--- src/rtl/pixel_scan_gen_pkg.sv ---
// Shared types and defaults for the pixel scan generator and the ray stage it feeds.
package pixel_scan_gen_pkg;

  localparam int DEF_PIXEL_WIDTH  = 800;
  localparam int DEF_PIXEL_HEIGHT = 600;
  localparam int DEF_COORD_W      = 10;

  typedef logic [DEF_COORD_W-1:0] coord_t;

  // Screen coordinate pair as consumed by generate_ray.
  typedef struct packed {
    coord_t x;
    coord_t y;
  } pixel_coord_t;

  typedef enum logic [1:0] {
    IDLE = 2'd0,
    SCAN = 2'd1,
    DONE = 2'd2
  } scan_state_t;

endpackage

--- src/rtl/pixel_scan_gen_wrap_counter.sv ---
// Single-step counter that returns to zero after reaching i_max.
// Purely combinational: the caller owns the register holding i_value.
module pixel_scan_gen_wrap_counter #(
  parameter int W = 10
) (
  input  logic [W-1:0] i_value,
  input  logic         i_inc,
  input  logic [W-1:0] i_max,
  output logic [W-1:0] o_next,
  output logic         o_wrap
);

  // Advance on i_inc; wrap by equality at i_max so non-power-of-two ranges work.
  always_comb begin
    o_wrap = i_inc && (i_value == i_max);
    if (o_wrap) begin
      o_next = '0;
    end else if (i_inc) begin
      o_next = i_value + W'(1);
    end else begin
      o_next = i_value;
    end
  end

endmodule

--- src/rtl/pixel_scan_gen.sv ---
// Raster-order pixel coordinate source: x fastest, then y, one pixel per
// un-stalled cycle. Coordinates freeze while stall is high.
// Build option: define CONTINUOUS_FRAME_EN to roll straight into the next
// frame after the last pixel instead of passing through DONE.
//
// Handshake: a pixel is accepted on a posedge where pixel_valid=1 and
// stall=0; pixel_x/pixel_y/pixel_valid/frame_start are held while stall=1.
// All outputs come from registers; stall and start only reach next-state logic.
module pixel_scan_gen
  import pixel_scan_gen_pkg::*;
#(
  parameter int PIXEL_WIDTH  = DEF_PIXEL_WIDTH,
  parameter int PIXEL_HEIGHT = DEF_PIXEL_HEIGHT,
  parameter int COORD_W      = DEF_COORD_W
) (
  input  logic               clk,
  input  logic               rst_n,
  input  logic               start,
  input  logic               stall,
  output logic [COORD_W-1:0] pixel_x,
  output logic [COORD_W-1:0] pixel_y,
  output logic               pixel_valid,
  output logic               frame_start,
  output logic               frame_done,
  output logic               busy,
  output scan_state_t        o_dbg_state
);

  localparam logic [COORD_W-1:0] X_MAX = COORD_W'(PIXEL_WIDTH - 1);
  localparam logic [COORD_W-1:0] Y_MAX = COORD_W'(PIXEL_HEIGHT - 1);

  scan_state_t        r_state;
  scan_state_t        w_state_next;
  logic [COORD_W-1:0] r_x;
  logic [COORD_W-1:0] r_y;
  logic [COORD_W-1:0] w_x_next;
  logic [COORD_W-1:0] w_y_next;
  logic               r_frame_start;
  logic               r_frame_done;
  logic               w_accept;
  logic               w_x_wrap;
  logic               w_y_wrap;
  logic               w_last;

  // pixel_valid is exactly "in SCAN", so acceptance needs only state and stall.
  assign w_accept = (r_state == SCAN) && !stall;

  pixel_scan_gen_wrap_counter #(.W(COORD_W)) u_x_cnt (
    .i_value (r_x),
    .i_inc   (w_accept),
    .i_max   (X_MAX),
    .o_next  (w_x_next),
    .o_wrap  (w_x_wrap)
  );

  // Rows advance only when the column counter wraps.
  pixel_scan_gen_wrap_counter #(.W(COORD_W)) u_y_cnt (
    .i_value (r_y),
    .i_inc   (w_x_wrap),
    .i_max   (Y_MAX),
    .o_next  (w_y_next),
    .o_wrap  (w_y_wrap)
  );

  // A row wrap can only happen on the accept of the bottom-right pixel.
  assign w_last = w_y_wrap;

  // State register.
  always_ff @(posedge clk) begin
    if (!rst_n) begin
      r_state <= IDLE;
    end else begin
      r_state <= w_state_next;
    end
  end

  // Next-state logic; start is ignored outside IDLE.
  always_comb begin
    w_state_next = r_state;
    unique case (r_state)
      IDLE: begin
        if (start) begin
          w_state_next = SCAN;
        end
      end
      SCAN: begin
        if (w_last) begin
`ifdef CONTINUOUS_FRAME_EN
          w_state_next = SCAN;
`else
          w_state_next = DONE;
`endif
        end
      end
      DONE:    w_state_next = IDLE;
      default: w_state_next = IDLE;
    endcase
  end

  // Coordinate registers: step while scanning, parked at (0,0) otherwise.
  always_ff @(posedge clk) begin
    if (!rst_n) begin
      r_x <= '0;
      r_y <= '0;
    end else if (r_state == SCAN) begin
      r_x <= w_x_next;
      r_y <= w_y_next;
    end else begin
      r_x <= '0;
      r_y <= '0;
    end
  end

  // Frame markers: frame_start rides with (0,0) until accepted; frame_done
  // is a one-cycle pulse following the last accept.
  always_ff @(posedge clk) begin
    if (!rst_n) begin
      r_frame_start <= 1'b0;
      r_frame_done  <= 1'b0;
    end else begin
      r_frame_done <= w_last;
      unique case (r_state)
        IDLE: r_frame_start <= start;
        SCAN: begin
          if (w_accept) begin
`ifdef CONTINUOUS_FRAME_EN
            r_frame_start <= w_last;
`else
            r_frame_start <= 1'b0;
`endif
          end
        end
        default: r_frame_start <= 1'b0;
      endcase
    end
  end

  // Output decode from registered state only.
  always_comb begin
    pixel_x     = r_x;
    pixel_y     = r_y;
    pixel_valid = (r_state == SCAN);
    busy        = (r_state == SCAN);
    frame_start = r_frame_start;
    frame_done  = r_frame_done;
    o_dbg_state = r_state;
  end

endmodule

--- config.mk ---
export PLATFORM = sky130hd
export DESIGN_NAME = pixel_scan_gen
export DESIGN_NICKNAME = d
export VERILOG_FILES = /design/src/rtl/pixel_scan_gen_pkg.sv /design/src/rtl/pixel_scan_gen_wrap_counter.sv /design/src/rtl/pixel_scan_gen.sv
export SDC_FILE = /design/constraint.sdc
export NUM_CORES = 1
export LEC_CHECK = 0
export CAP_MARGIN = 20
export CORE_MARGIN = 3
export CORE_UTILIZATION = 39
export DETAILED_ROUTE_END_ITERATION = 7
export GPL_ROUTABILITY_DRIVEN = 0
export PLACE_DENSITY = 0.72
export SETUP_SLACK_MARGIN = 0.1
export SLEW_MARGIN = 20
export SYNTH_ARGS = -nofsm -noshare
export SYNTH_HDL_FRONTEND = slang
export SYNTH_SLANG_ARGS = --single-unit
--- constraint.sdc ---
create_clock -name clk -period 3.7 [get_ports clk]
set_input_delay 0.37 -clock clk [delete_from_list [all_inputs] [get_ports clk]]
set_output_delay 0.37 -clock clk [all_outputs]
set_load 0.05 [all_outputs]
-- After elaboration in Yosys (flattened, before gate mapping)
Index checks and enable logic that the tools add are counted.
- bits of input ports: 4
- register bits: 24
- add/sub/neg operators: 2
- reductions and logical operators: 8
- muxes and demuxes: 5
- eq/ne operators: 6
- bitwise gates (word level): 2
- operators with widths (operator ; count):
    $add 10x1->10 const B ; 2
    $eq 10x10->1 const B ; 2
    $reduce_or 3->1 ; 2
    $mux 2 ; 2
    $ne 2x1->1 const B ; 2
    $pmux 2 s2 ; 1
    $logic_and 1x1->1 ; 3
    $eq 2x1->1 const B ; 1
    $logic_not 2->1 ; 1
    $ne 2x2->1 const B ; 1
    $not 1->1 ; 2
    $pmux 1 s2 ; 1
    $reduce_and 2->1 ; 1
    $logic_not 1->1 ; 1
    $mux 1 ; 1

-- Longest topological paths before layout
Gate-level depths: netlist of run 1.
- word-level depth: 6
- gate-level depth with buffers: 6
- depth with buffers taken out: 5

-- By module
Synthesis of run 1 repeated with hierarchy kept, for this count alone.
- cell total of the unflattened synthesis: 162
- area, all modules: 1440.1 µm²
- by module, submodules not included (module ; area each (µm²) ; cells each ; sequential area each (µm²) ; times used):
    pixel_scan_gen_wrap_counter ; 364.1 ; 51 ; 0.0 ; 2
    pixel_scan_gen ; 711.9 ; 60 ; 480.5 ; 1

-- Worst setup path before layout of run 1
No wires, ideal clock.
- path kind: register to register
- start: register r_state[0], in the netlist o_dbg_state[0]
- end: register r_y[1], in the netlist pixel_y[1]
- period minus slack after synthesis: 2.323 ns
- slack: 1.377 ns
- setup time: 0.071 ns
- cell stages (with the launch flop): 5
- arrival time: 2.252 ns
- path buffers: 0
- cells stage by stage: dfxtp_1 > nor2b_1 > nand2_1 > o21bai_1 > a21oi_1
- longest elaborated chain between the ends: 5
- elaborated cells on any way between the ends: 6
- classes of those cells: 1 x eq/ne; 1 x bitwise; 4 x reduce/logical
- RTL lines (what ; line ; RTL):
    start, declared ; pixel_scan_gen.sv:32 ; scan_state_t r_state;
    start signal, assigned ; pixel_scan_gen.sv:73 ; r_state <= w_state_next;
    $eq 2x1->1 * ; -- ;
    via busy ; pixel_scan_gen.sv:25 ; output logic busy,
    $logic_and 1x1->1 ; pixel_scan_gen.sv:46 ; assign w_accept = (r_state == SCAN) && !stall;
    $logic_and 1x1->1 (2 in a row) ; pixel_scan_gen_wrap_counter.sv:15 ; o_wrap = i_inc && (i_value == i_max);
    $reduce_or 3->1 (no line) ; -- ;
    end signal, assigned ; pixel_scan_gen.sv:107 ; r_y <= w_y_next;
    end, declared ; pixel_scan_gen.sv:35 ; logic [COORD_W-1:0] r_y;
Mark *: on every way through the listed nets, which the timed path passes. The rest lies on a longest branch.
A chain may end at the register's enable or synchronous reset.

-- Worst setup path after layout of run 1
- start: register r_state[0], in the netlist o_dbg_state[0]
- end: output busy
- longest elaborated chain between the ends: 1
- RTL lines (what ; line ; RTL):
    $eq 2x1->1 ; pixel_scan_gen.sv:143 ; busy = (r_state == SCAN);
    end, declared ; pixel_scan_gen.sv:25 ;
Every way passes these cells.

==> impl_results.md, run 1 <==
* Status: completed
* Initial antenna violation count at 0
* # clock sinks at 24
* Crit-path slowest cell: clkdlybuf4s50_1
* Syn_nets at 135
* CP arrival at 1.91 ns
* Worst slew margin at 62.9%
* Sequential cell area at 480 um^2
* Int Power at 0.000333 W
* Net Switching at 0.000104 W
* Yosys reg bits at 24
* Synth Area in Adders at 2.16%
* Via count at 1091
* Avg WL per Cell at 14.4 um
* DIE AREA at 3660 um^2
* Nets at 166
* Logic pwr share at 8.1%
* Endpoint class of the critical path: output port
* Grt ovf at 0
* Layout area overhead at 30.0%
* Avg Synthesized Cell Area at 8.98 um^2
* Remaining antenna violation count at 0
* Setup-failing EPs final at 0
* Sw frac at 23.9%
* Hold_buf cts at 0
* XOR/XNOR Fraction of Synth Area at 7.56%
* Setup TNS at 0 ns
* Starting Density at 41.3%
* Tot GR Track Use at 15.4%
* Drc violations at 0
* Post-synthesis cell count at 129
* Mux contribution to synthesized area at 0.864%
* Most frequent cells in the layout: 29 x clkdlybuf4s50_1, 24 x dfxtp_1, 12 x nor2_1
* Final-report hold violation count at 0
* Number of synthesis warnings at 0
* WS Path Type: reg2out
* Clk pwr share at 31.8%
* Die X at 60.5 um
* Worst Skew at 0.00909 ns
* Post-synthesis compound-gate area fraction at 12.7%
* Largest family of logic cells by synthesized area: simple AND/OR/NAND/NOR gates
* Post-CTS setup buffer count at 0
* P_leak at 0.483 nW
* Met3 WL at 138 um
* Worst min-delay path category: reg2reg
* Worst-Margin Slew at 0.548 ns
* Die H at 60.5 um
* # fillers at 265
* Commonest non-fill, non-tap cell in the layout: clkdlybuf4s50_1
* Asr flop ratio synth at 0%
* Yosys top cell by area: dfxtp_1
* Vias per inst at 5.74
* Cts repair resizes at 0
* ANT cells at 0
* Number of port buffers at 29
* H-Tree Depth at 1
* Register area share after synthesis at 41.5%
* Drt initial violations at 50
* CP Data Required Time at 3.33 ns
* Bufs on Longest Clock Path at 2
* Final Max Slew Viols at 0
* Post-DP HPWL at 2020 um
* Clock Latency Late Sink at 0.32 ns
* Post-Synthesis Cell Area at 1160 um^2
* Final Critical Period at 2.28 ns
* Worst path max stage delay at 0.85 ns
* CP startpoint kind: flip-flop
* Metal-1 WL at 1280 um
* Top routing layer in use: met4
* CP cell instances: nor2b_1 -> clkdlybuf4s50_1
* Pin count of the biggest net entering global routing at 15
* CTS tree: yes
* Main synth FF type: dfxtp_1
* Top cells by area, synth: dfxtp_1 41%, a21oi_1 3.9%, nor2_1 3.9%, xnor2_1 3.8%, xor2_1 3.8%
* Fmax at 438 MHz
* Final Cycle Share at 61.7%
* Top-Level Pins at 30
* Sequential power share at 60.0%
* Max FO, Critical Path at 8
* Core Util, Final at 53.7%
* Post-Synth Simple-Gate Area at 32.7%
* First-pass GRT wire length at 4290 um
* Maximum vdd drop at 0.309 mV
* Row count at 19
* Distinct cell type count after synthesis at 35
* Post-synth EDFFs at 0
* TritonCTS buffer count at 3
* Max-cap violation count at 0
* RSZ-0062 raised after global routing: no
* PD cells at 290 nW/um^2
* Root Buffer: clkbuf_4
* Vias in the first global route at 966
* Layout cells sized above 1 at 4.40%
* Synth top area share at 41.5%
* Detailed Route WL at 2730 um
* Drt pass-1 iters at 5
* WL met2 at 1300 um
* Core Box Area at 2810 um^2
* Clock-pin slew on the worst setup and hold paths at 0.13 ns
* Area of the multi-input gates at 649 um^2
==> cell families (layout without fill, tap and decap cells) <==
family,count (synthesis),after routing
AOI/OAI and AO/OA,23,23
xor gates and xnor gates,10,10
adders and majority gates,2,2
buffers and inverters,6,36
DFF,24,24
muxes,1,1
and+or+nand+nor,63,63
==> state kept, by name, summed over array words and instances (netlist names) <==
register,flops
frame_done,1
pixel_y,10
o_dbg_state,2
frame_start,1
pixel_x,10
==> stage by stage <==
stage	setup WS, ns	cells	cell area, um^2	power [W]	hold WS [ns]
after floorplan	1.38	129	1160	0.000291	0.514
after global placement	1.36	186	1470	0.000303	0.478
after detailed placement	1.25	186	1470	0.000304	0.488
after CTS	1.42	190	1510	0.000441	0.504
after global routing	1.30	190	1510	0.000455	0.526
final	1.42	190	1510	0.000437	0.507
==> power groups by stage <==
stage | registers (W) | clock network (W) | logic (W)
finish | 0.000262 | 0.000139 | 0.0000355
global route | 0.000263 | 0.000154 | 0.0000384
CTS | 0.000262 | 0.000143 | 0.0000357
detailed placement | 0.000268 | 0 | 0.0000356
global placement | 0.000268 | 0 | 0.0000349
floorplan | 0.000274 | 0 | 0.0000169
==> final cells by class <==
type | count | share of cell area, %
timing repair buffer | 29 | 19.3
sequential | 24 | 31.9
clock buffer | 4 | 2.41
tap | 31 | 2.57
inverter | 3 | 0.748
multi-input combinational | 99 | 43.1
==> final timing paths <==
kind | start | endpoint | slack [ns] | cells after the start
max | o_dbg_state[0] | busy | 1.42 | 2
min | frame_start | frame_start | 0.51 | 2
max reg2reg | o_dbg_state[0] | pixel_y[7] | 1.69 | 4
min reg2reg | frame_start | frame_start | 0.51 | 2
==> synth_stat cells (all sizes together), types with 3 or more instances <==
master	count
o21ai	3
buf	3
inv	3
nor3	3
nor4	3
and3	3
or4	5
a21oi	9
nor2	12
nand3	8
xnor2	5
dfxtp	24
nand4	4
nand2	10
o31ai	4
xor2	5
==> worst max-delay path, delay by kind of cell, from the launching register on <==
kind,cells,cell delay [ns]
buffers and inverters,1,0.85
DFF,1,0.46
and+or+nand+nor,1,0.28
==> layer usage <==
metal,track usage (%),vias to the layer above
li1,-,539
met1,20.5,516
met2,25.3,34
met3,4.89,2
met4,2.17,0
met5,0,-
Note: power is estimated with default switching activity, not from simulation.
==> run 2, diff against run 1 <==
PLACE_DENSITY = 0.75   (was 0.72)
clock period = 1.95 ns   (was 3.7 ns; I/O delays follow)
==> run 2 against run 1 <==
Power is 110% higher. Global-route usage is 1.2 points higher. Sequential share of layout area is 2.2 points lower. Routed wire length is 6.7% higher. Final area is 8.6% higher. Critical path type unchanged. Core utilization is 4.6 points higher. Final cell count is 5.8% higher. Setup slack worse by 1.2 ns. Clock skew is 0.0012 ns higher. First-iteration DRC count is 8.0% higher. Worst hold slack worse by 0.052 ns.
==> impl_results.md, run 2 (synthesis gave the netlist of run 1 again) <==
* Final Max Slew Viols at 0 (unchanged)
* R2R cell count at 4 (unchanged)
* Drt pass-1 iters at 5 (unchanged)
* P_leak at 0.696 nW (+44%)
* Commonest non-fill, non-tap cell in the layout: dfxtp_1
* Die H at 60.5 um (unchanged)
* Max-cap violation count at 0 (unchanged)
* Post-CTS setup buffer count at 0 (unchanged)
* CTS tree: yes
* Status: completed
* Met3 WL at 103 um (-25%)
* Clock Latency Late Sink at 0.32 ns (about the same)
* CP startpoint kind: flip-flop
* CP cell instances: clkdlybuf4s50_1
* H-Tree Depth at 1 (unchanged)
* Hold_buf cts at 0 (unchanged)
* Final-report hold violation count at 0 (unchanged)
* Clock-pin slew on the worst setup and hold paths at 0.14 ns (about the same)
* RSZ-0062 raised after global routing: no
* R2R setup slack at 0.23 ns (-1.46 ns)
* Reg2reg start: o_dbg_state[1]
* Reg2reg end: pixel_y[6]
* CP arrival at 1.59 ns (-0.32 ns)
* Layout cells sized above 1 at 14.7% (+10 points)
* Pre-CTS setup slack at -0.0751 ns (-1.33 ns)
* Grt ovf at 0 (unchanged)
* Bufs on Longest Clock Path at 2 (unchanged)
* Max FO, Critical Path at 4 (-4)
* Tot GR Track Use at 16.6% (+1.2 points)
* PD cells at 571 nW/um^2 (+97%)
* Drc violations at 0 (unchanged)
* Worst min-delay path category: in2reg
* Die X at 60.5 um (unchanged)
* Drt initial violations at 54 (+8.0%)
* Root Buffer: clkbuf_4
* DIE AREA at 3660 um^2 (unchanged)
* Core Util, Final at 58.3% (+4.6 points)
* Setup ws final at 0.169 ns (-1.25 ns)
* # clock sinks at 24 (unchanged)
* Worst-Margin Slew at 0.584 ns (+0.0355 ns)
* # fillers at 249 (-6.0%)
* Worst path max stage delay at 0.83 ns (-0.02 ns)
* Endpoint class of the critical path: output port
* Crit-path slowest cell: clkdlybuf4s50_1
* Pin count of the biggest net entering global routing at 15 (unchanged)
* First-pass GRT wire length at 4680 um (+9.0%)
* Detailed Route WL at 2920 um (+6.7%)
* Worst slew margin at 60.5% (-2.4 points)
* WS Path Type: reg2out
* Fmax at 561 MHz
* Top-Level Pins at 30 (unchanged)
* Top routing layer in use: met4
* Avg WL per Cell at 14.5 um (+0.82%)
* Final Critical Period at 1.78 ns
* Post-DP HPWL at 2170 um (+7.1%)
* CP Data Required Time at 1.75 ns (-1.58 ns)
* Maximum vdd drop at 0.276 mV (-11%)
* Row count at 19 (unchanged)
* Setup-failing EPs final at 0 (unchanged)
* Via count at 1131 (+3.7%)
* TritonCTS buffer count at 3 (unchanged)
* Number of port buffers at 29 (unchanged)
* Remaining antenna violation count at 0 (unchanged)
* Core Box Area at 2810 um^2 (unchanged)
* Most frequent cells in the layout: 19 x dfxtp_1, 18 x clkdlybuf4s50_1, 12 x nor2_1
* Min-delay src: start
* Layout area overhead at 41.3%
* Vias per inst at 5.63 (-2.0%)
* Layout Cells excl Fill at 201 (+5.8%)
* Placed Instances at 197 (+5.9%)
* Worst Skew at 0.0103 ns (+0.00118 ns)
* Metal-1 WL at 1330 um (+3.6%)
* Final Cycle Share at 91.3%
* Starting Density at 41.3% (unchanged)
* WL met2 at 1450 um (+11%)
* Top delay family on crit path: buffers and inverters
* Hold Path End: o_dbg_state[0]
* Nets at 177 (+6.6%)
* WP buf/inv at 1 (unchanged)
* Initial antenna violation count at 0 (unchanged)
* Hold path cells at 3 (+1)
* Vias in the first global route at 1089 (+13%)
* ANT cells at 0 (unchanged)
==> run 2: routing by layer <==
| layer | track usage [%] | vias up |
|---|---|---|
| li1 | - | 564 |
| met1 | 21.8 | 539 |
| met2 | 27.2 | 24 |
| met3 | 2.77 | 4 |
| met4 | 6.81 | 0 |
| met5 | 0 | - |
==> run 2: layout make-up <==
type                            count  area (um^2)  area share, %
Clock buffer                        3         22.5           1.38
Timing Repair Buffer               40          385           23.5
Clock inverter                      1         30.0           1.83
Sequential cell                    24          487           29.7
Tap cell                           31         38.8           2.37
Inverter                            3         11.3          0.688
Multi-Input combinational cell     99          662           40.4
==> run 2: report_power, final <==
group / internal, W / switching [W]
Clock: 0.000208 / 0.000159
Combinational: 0.0000258 / 0.0000443
Sequential: 0.000494 / 0.00000435
Total: 0.000728 / 0.000207
==> run 2: worst max path at each step <==
stage                   startpoint             end  slack [ns]  cells after the start
floorplan               pixel_x[3]      pixel_y[0]        0.11                      5
global placement             stall      pixel_y[4]       0.009                      5
detailed placement           stall      pixel_y[6]       -0.08                      5
CTS                 o_dbg_state[1]  o_dbg_state[1]        0.11                      1
global route            pixel_y[0]      pixel_y[0]        0.11                      1
finish                  pixel_x[9]      pixel_x[9]        0.17                      1
==> run 2: timing repair <==
action,4_1_cts,5_1_grt
pin swaps,0,0
gates resized for setup,4,8
setup endpoints to repair,4,9
hold endpoints to repair,0,0
==> run 2: metrics by stage <==
| stage | setup TNS, ns | cell area, um^2 | total power (W) | hold WS, ns |
|---|---|---|---|---|
| 3_5_place_dp | -0.167 | 1570 | 0.000582 | 0.488 |
| 5_1_grt | 0 | 1640 | 0.000967 | 0.458 |
| 6_report | 0 | 1640 | 0.000935 | 0.455 |
| 4_1_cts | 0 | 1610 | 0.000939 | 0.454 |
| 2_1_floorplan | 0 | 1170 | 0.000554 | 0.339 |
| 3_3_place_gp | 0 | 1570 | 0.000580 | 0.470 |
==> run 3, diff against run 2 <==
SKIP_CTS_REPAIR_TIMING = 1   (was default)
==> run 3 against run 2 <==
Maximum frequency down 0.35%. Clock-buffer cell count unchanged. Critical endpoint unchanged. Die area unchanged. Final area up 0.92%. Final cell count unchanged. Clock power about the same.
==> impl_results.md, run 3 (synthesis gave the netlist of run 1 again) <==
* Tot GR Track Use at 16.7% (+0.088 points)
* Maximum vdd drop at 0.322 mV (+17%)
* Pin count of the biggest net entering global routing at 15 (unchanged)
* Setup-failing EPs final at 0 (unchanged)
* CP Data Required Time at 1.75 ns (about the same)
* Worst path max stage delay at 0.83 ns (about the same)
* Avg WL per Cell at 14.5 um (about the same)
* PD cells at 566 nW/um^2 (-0.89%)
* CP arrival at 1.59 ns (about the same)
* Most frequent cells in the layout: 19 x dfxtp_1, 18 x clkdlybuf4s50_1, 12 x nor2_1
* CP Depth at 1 (unchanged)
* DIE AREA at 3660 um^2 (unchanged)
* Bufs on Longest Clock Path at 2 (unchanged)
* Worst slew margin at 59.6% (-0.94 points)
* Final Max Slew Viols at 0 (unchanged)
* Final Cycle Share at 91.7% (+0.32 points)
* Final Critical Period at 1.79 ns (+0.00633 ns)
* Worst-Margin Slew at 0.598 ns (+0.0139 ns)
* Row count at 19 (unchanged)
* Post-DP HPWL at 2170 um (unchanged)
* Remaining antenna violation count at 0 (unchanged)
* Status: completed
* Top-Level Pins at 30 (unchanged)
* ANT cells at 0 (unchanged)
* Die X at 60.5 um (unchanged)
* Max-cap violation count at 0 (unchanged)
* Placed inst area at 1570 um^2 (unchanged)
* Die H at 60.5 um (unchanged)
* H-Tree Depth at 1 (unchanged)
* Layout area overhead at 42.5%
* Pre-CTS setup slack at -0.0751 ns (unchanged)
* Worst hold slack at 0.458 ns (+0.00257 ns)
* Nets at 177 (unchanged)
* Crit-path slowest cell: clkdlybuf4s50_1
* Drt initial violations at 44 (-19%)
* TritonCTS buffer count at 3 (unchanged)
* First-pass GRT wire length at 4700 um (+0.43%)
* R2R setup slack at 0.23 ns (about the same)
* Grt ovf at 0 (unchanged)
* Layout cells sized above 1 at 14.7% (unchanged)
* CP cell instances: clkdlybuf4s50_1
* Initial antenna violation count at 0 (unchanged)
* Starting Density at 41.3% (unchanged)
* # clock sinks at 24 (unchanged)
* CP startpoint kind: flip-flop
* Drt pass-1 iters at 4 (-1)
* Endpoint class of the critical path: output port
* Commonest non-fill, non-tap cell in the layout: dfxtp_1
* Via count at 1142 (+0.97%)
* Fmax at 559 MHz (-0.35%)
* Detailed Route WL at 2920 um (about the same)
* Clock-pin slew on the worst setup and hold paths at 0.14 ns (about the same)
* Worst Skew at 0.00832 ns (-0.00195 ns)
* RSZ-0062 raised after global routing: no
* WS Path Type: reg2out
* Drc violations at 0 (unchanged)
* CTS tree: yes
* Setup TNS at 0 ns (unchanged)
* Vias in the first global route at 1088 (-0.092%)
* Top delay family on crit path: buffers and inverters
* Setup ws final at 0.163 ns (-0.00633 ns)
* Worst min-delay path category: in2reg
* Clock Latency Late Sink at 0.32 ns (about the same)
* P_leak at 0.745 nW (+7.0%)
* # fillers at 245 (-1.6%)
* Hold path cells at 3 (unchanged)
* Root Buffer: clkbuf_4
* R2R cell count at 4 (unchanged)
* Max FO, Critical Path at 4 (unchanged)
* WP buf/inv at 1 (unchanged)
* Core Box Area at 2810 um^2 (unchanged)
* Final-report hold violation count at 0 (unchanged)
* Number of port buffers at 29 (unchanged)
* Final Instance Area at 1650 um^2 (+0.92%)
* Vias per inst at 5.68 (+0.97%)
==> run 3: changes by cell type in the layout (fill, tap and decap cells not counted) <==
cell and change:
dlymetal6s2s_1 +4, dlygate4sd2_1 -4
==> run 3: power breakdown <==
part	switching, W	internal [W]	total [W]
sequential	0.00000434	0.000494	0.000499
clock	0.000157	0.000208	0.000365
combinational	0.0000444	0.0000278	0.0000722
total	0.000205	0.000730	0.000935
==> run 3: metal layers <==
metal,track usage (%),part of all wire [%]
met4,6.81,1.4
met2,26.9,49
met1,22.3,47
met5,0,0
met3,2.77,3.4
==> run 3: final timing paths <==
path / start / endpoint
min: start / o_dbg_state[0]
max: pixel_x[9] / pixel_x[9]
max reg2reg: o_dbg_state[1] / pixel_y[6]
min reg2reg: frame_start / frame_start
==> run 3: final cells by class <==
class                      count  area (um^2)  share of cell area (%)
clock buffer                   3         22.5                    1.36
clock inverter                 1         30.0                    1.82
inverter                       3         11.3                   0.682
multi-input combinational     99          662                    40.1
sequential                    24          487                    29.5
tap                           31         38.8                    2.35
timing repair buffer          40          400                    24.2
==> run 3: metrics by stage <==
stage	std cells	util, %	total power, W
after floorplan	129	-	0.000554
after global placement	197	55.8	0.000580
after detailed placement	197	55.8	0.000582
after CTS	201	57.7	0.000942
after global routing	201	58.9	0.000972
final	201	58.9	0.000935
==> run 3: worst min-delay path, stage by stage <==
cell and delay (ns):
clkdlybuf4s50_1 0.41, nand2b_1 0.09, a21oi_1 0.07
